--- src/rtl/reg_file_pkg.sv ---
// reg_file_pkg: shared types, defaults and sizing helper for the multi-port register file
package reg_file_pkg;
  typedef enum logic {IDLE, CLEAR} rf_state_t;
  localparam int DW_DEF = 8;
  localparam int RAW_DEF = 4;
  function automatic int depth(input int raw);
    return 2 ** raw;
  endfunction
endpackage

--- src/rtl/rf_clear_ctrl.sv ---
// rf_clear_ctrl: sequential clear FSM sweeping every entry after reset or on request
module rf_clear_ctrl
  import reg_file_pkg::*;
#(
  parameter int RAW = RAW_DEF
) (
  input  logic           clk,
  input  logic           rst_n,
  input  logic           clr_i,
  output logic           busy,
  output logic           clr_we,
  output logic [RAW-1:0] clr_addr
);
  typedef logic [RAW:0] cnt_t;
  localparam cnt_t LAST = cnt_t'(depth(RAW) - 1);
  rf_state_t state, state_nx;
  cnt_t cnt, cnt_nx;
  always_ff @(posedge clk) begin
    if (!rst_n) begin
      state <= CLEAR;
      cnt   <= '0;
    end else begin
      state <= state_nx;
      cnt   <= cnt_nx;
    end
  end
  always_comb begin
    state_nx = (state == CLEAR) ? ((cnt == LAST) ? IDLE : CLEAR) : (clr_i ? CLEAR : IDLE);
    cnt_nx   = (state == CLEAR) ? cnt + 1'b1 : '0;
  end
  assign busy     = !rst_n || state == CLEAR;
  assign clr_we   = rst_n && state == CLEAR;
  assign clr_addr = cnt[RAW-1:0];
endmodule

--- src/rtl/reg_file_mp.sv ---
// reg_file_mp: two-write, NRD-read register file with bypass, optional zero R0 and clear engine
module reg_file_mp
  import reg_file_pkg::*;
#(
  parameter int DW      = DW_DEF,
  parameter int RAW     = RAW_DEF,
  parameter int NRD     = 2,
  parameter int BYPASS  = 1,
  parameter int ZERO_R0 = 0
) (
  input  logic                     clk,
  input  logic                     rst_n,
  input  logic [NRD-1:0][RAW-1:0]  rd_addr_i,
  output logic [NRD-1:0][DW-1:0]   rd_val_o,
  input  logic [1:0]               wen_i,
  input  logic [1:0][RAW-1:0]      wr_addr_i,
  input  logic [1:0][DW-1:0]       wr_data_i,
  input  logic                     clr_i,
  output logic                     busy_o
);
  localparam int DEPTH = depth(RAW);
  logic [DW-1:0] rf [DEPTH];
  logic clr_we;
  logic [RAW-1:0] clr_addr;
  logic [1:0] wr_ok;
  rf_clear_ctrl #(.RAW(RAW)) u_ctrl (
    .clk(clk), .rst_n(rst_n), .clr_i(clr_i),
    .busy(busy_o), .clr_we(clr_we), .clr_addr(clr_addr)
  );
  assign wr_ok[0] = wen_i[0] && !(ZERO_R0 != 0 && wr_addr_i[0] == '0);
  assign wr_ok[1] = wen_i[1] && !(ZERO_R0 != 0 && wr_addr_i[1] == '0);
  // port 1 is assigned last so it wins a same-address collision
  always_ff @(posedge clk) begin
    if (!rst_n) rf[0] <= '0;
    else if (clr_we) rf[clr_addr] <= '0;
    else begin
      if (wr_ok[0]) rf[wr_addr_i[0]] <= wr_data_i[0];
      if (wr_ok[1]) rf[wr_addr_i[1]] <= wr_data_i[1];
    end
  end
  for (genvar r = 0; r < NRD; r++) begin : g_rd
    logic hit0, hit1, zero;
    assign zero = busy_o || (ZERO_R0 != 0 && rd_addr_i[r] == '0);
    assign hit0 = BYPASS != 0 && wen_i[0] && wr_addr_i[0] == rd_addr_i[r];
    assign hit1 = BYPASS != 0 && wen_i[1] && wr_addr_i[1] == rd_addr_i[r];
    assign rd_val_o[r] = zero ? '0 : hit1 ? wr_data_i[1] : hit0 ? wr_data_i[0] : rf[rd_addr_i[r]];
  end
endmodule

--- config.mk ---
export PLATFORM = sky130hd
export DESIGN_NAME = reg_file_mp
export DESIGN_NICKNAME = d
export VERILOG_FILES = /design/src/rtl/reg_file_pkg.sv /design/src/rtl/rf_clear_ctrl.sv /design/src/rtl/reg_file_mp.sv
export SDC_FILE = /design/constraint.sdc
export NUM_CORES = 1
export LEC_CHECK = 0
export BUFFER_PORTS_ARGS = -buffer_cell sky130_fd_sc_hd__buf_4
export CORE_MARGIN = 4
export CORE_UTILIZATION = 56
export CTS_CLUSTER_DIAMETER = 40
export DETAILED_ROUTE_END_ITERATION = 6
export PLACE_DENSITY = 0.83
export SLEW_MARGIN = 10
export SYNTH_ARGS = -nofsm -noshare
export SYNTH_HDL_FRONTEND = slang
export SYNTH_SLANG_ARGS = --single-unit
--- constraint.sdc ---
create_clock -name clk -period 2.8 [get_ports clk]
set_input_delay 0.28 -clock clk [delete_from_list [all_inputs] [get_ports clk]]
set_output_delay 0.28 -clock clk [all_outputs]
set_load 0.01 [all_outputs]
==> flow_summary.yaml <==
clock_tree:
  clockBufferDepth: 2
  cts.sink_count: 134
  clockRootBuffer: "clkbuf_16"
  clk_latency_ps: 430
  cts_made_buffers: 17
  clkTransAtPathRegs_ps: 60
  cts_tree: "done"
  h-tree-depth: 4
sta:
  final.period_utilization: 0.9486
  maxSlewHeadroom: 0.4686
  skew_ps: 11.07
  setup_violations: 0
  setup_ws_ps: 144.0
  fmax_mhz: 376.5
  rsz0062_at_grt: "no"
  hold_viol_final: 0
  drv_slew: 0
  worst_slew_pin_slew_ps: 791.8
  finalCriticalPeriod_ps: 2656
  tns_ps: 0
logic_synthesis:
  yosys_warnings: 0
  synth_edf_count: 128
  synthMuxAreaShare: 0.2322
  synthSimpleGateAreaFrac: 0.1212
  synthCells: 715
  synth_compound_area_frac: 0.1192
  syn_area_per_cell_um2: 12.12
  synth_top_family_by_area: "multiplexers"
  synth_cell_types: 55
  synth-adder-area-share: 0.002887
  synth_area_mm2: 0.008668
  ys_seq_area_frac: 0.4573
  synthFlopType: "edfxtp_1"
  async_reset_ff_frac: 0
  ys_ff_latch: 134
  synthXorXnorAreaFrac: 0.01819
  syn-num-nets: 754
route:
  vias: 6874
  drc: 0
  wl_per_cell_um: 27.93
  drt_iter0_markers: 1202
  vias_per_cell: 7.146
  drtAntennaViolNets: 0
  dr.pass1.iters: 6
  routed_wl_um: 26870
die:
  start_util: 0.5702
  core_region_area_mm2: 0.01520
  fp.dieW_um: 132.4
  rows: 45
  dieHeight_um: 132.4
  die_area_mm2: 0.01753
  io_pins: 54
worst_setup_path:
  rr_startpoint: "u_ctrl.state"
  cp.arrival_ps: 2380
  worstPathRequired_ps: 2520
  critPathLaunch: "u_ctrl.state"
  worstReg2RegEnd: "rf[13][6]"
  worst-r2r-setup-slack_ps: 390
  crit_end: "rd_val_o[7]"
  worstRegToRegCells: 6
  crit_path_start_kind: "flip-flop"
  worstPathMaxFanout: 14
  worstSetupEndpointType: "primary output"
  criticalPathCategory: "flip-flop to primary output"
layout:
  nNetsFinal: 800
  finalInstanceArea_mm2: 0.009844
  drive_above_1_share: 0.2855
  diodes: 0
  syn2layout_area_growth_pct: 13.57
  fin_util: 0.6476
place:
  dpl_cell_area_mm2: 0.009246
  pre_cts_ws_ps: 231.8
  place_hpwl_um: 19080
  gp_congestion: 1.023
  port_buffers: 53
min_path:
  hp-class: "input port to flip-flop"
global_route:
  gr-total-overflow: 0
  grt_pass1_wl_um: 40490
  grtUsageTotal: 0.3108
  grt_pass1_vias: 6701
  grt_max_degree: 25
  antenna_found_initial: 0
power:
  pwr_density_cell_mw_per_mm2: 499.4
  p_leak_nw: 3.438
  irDropWorstVdd_mv: 0.3974
run:
  cap_violations: 0
status:
  status: "finished, final reports clean"
## power by group
part	switching, mW	leakage, nW	internal (mW)
Clock	0.837	0.277	1.39
Combinational	0.276	2.03	0.197
Sequential	0.0194	1.13	2.20
Total	1.13	3.44	3.78
## cell type report
type	count	area [um2]
inverters	5	18.77
clock buffers	21	440.4
repair buffers	100	767.0
flip-flops and latches	134	3964
well taps	188	235.2
multi-input cells	503	4287
clock inverters	11	132.6
fillers	1071	5358
## registers in the layout, summed over array words and instances (netlist names)
signal / flops
u_ctrl.state: 1
u_ctrl.cnt: 5
rf: 128
## cells by family (layout without fill, tap and decap cells)
group                      count (synthesis)  after routing
buffers and inverters                     78            137
xor gates and xnor gates                  18             18
muxes                                    112            112
DFF                                      134            134
adders and majority gates                  2              2
and+or+nand+nor                          204            204
AOI/OAI and AO/OA                        167            167
## cell usage after synthesis, types with 4 or more instances
cell        n  area share
xor2_1     12       0.012
clkbuf_1   24       0.010
a221oi_1    8      0.0081
nand2_2     5      0.0036
edfxtp_1  128        0.44
buf_2      18       0.010
o21ai_0    70       0.040
mux2_2     14       0.018
nor2b_1     7      0.0051
nor3_4      5      0.0094
mux4_2     55        0.14
a21boi_1    7      0.0061
o21bai_1    9      0.0078
xnor2_1     6      0.0061
o22ai_1     8      0.0058
and2_1      4      0.0029
nand2_1   120       0.052
dfxtp_1     6       0.014
mux4_1      7       0.021
nor2_1     28       0.012
and3_1     10      0.0072
buf_4       9      0.0078
o22a_1      7      0.0071
o21ai_1    23       0.013
nand3_1     6      0.0035
mux2_1     34       0.044
buf_1      10      0.0043
buf_6       4      0.0052
clkbuf_2    4      0.0023
a22oi_1    30       0.026
## stage by stage
stage               hold slack [ps]  cells  power (mW)
global placement              451.2    928       2.705
detailed placement            462.2    928       2.715
floorplan                     412.9    715       2.567
global route                  121.2    962       5.038
finish                        114.1    962       4.917
CTS                           100.7    960       4.897
## placed cells by master (no fill, tap or decap), drive strengths merged, types with 6 or more instances in the layout
cell,n
edfxtp,128
nand2,125
buf,100
o21ai,93
mux4,64
mux2,48
a22oi,30
nor2,29
clkbuf,21
xor2,12
and3,10
o21bai,9
nor3,9
a221oi,8
o22ai,8
nand3,8
nor2b,7
a21boi,7
o22a,7
clkinv,7
xnor2,6
dfxtp,6
## per-layer routing
| layer | track usage | part of all wire | routed length, um | up-vias |
|---|---|---|---|---|
| met1 | 0.4011 | 0.35 | 9498 | 3263 |
| met2 | 0.4725 | 0.45 | 12120 | 639 |
| li1 | - | - | - | 2852 |
| met4 | 0.1305 | 0.043 | 1148 | 0 |
| met3 | 0.1224 | 0.15 | 4105 | 120 |
| met5 | 0 | 0 | 0 | - |
## worst min-delay path by stage
stage,start,to,slack [ps],cells past startpoint
final,rst_n,u_ctrl.state,110,2
after global routing,rst_n,u_ctrl.state,120,2
after CTS,rst_n,u_ctrl.state,100,2
after detailed placement,u_ctrl.cnt[0],u_ctrl.cnt[0],460,1
after global placement,u_ctrl.cnt[0],u_ctrl.cnt[0],450,1
after floorplan,clr_i,u_ctrl.state,410,2
## worst max-delay path, cell delays in order, from the launching register on
cell      delay [ps]
dfxtp_1          540
and2b_4          290
buf_4            170
and3_1           350
a221oi_1         380
nor2_1            70
buf_4            150
## what timing repair did
action,4_1_cts,5_1_grt
setup endpoints to repair,1,6
setup buffers,0,2
resized for setup,1,2
pin swaps,0,0
cloned,0,0
hold buffers,0,0
No activity file was read; power rests on OpenSTA's default activity.
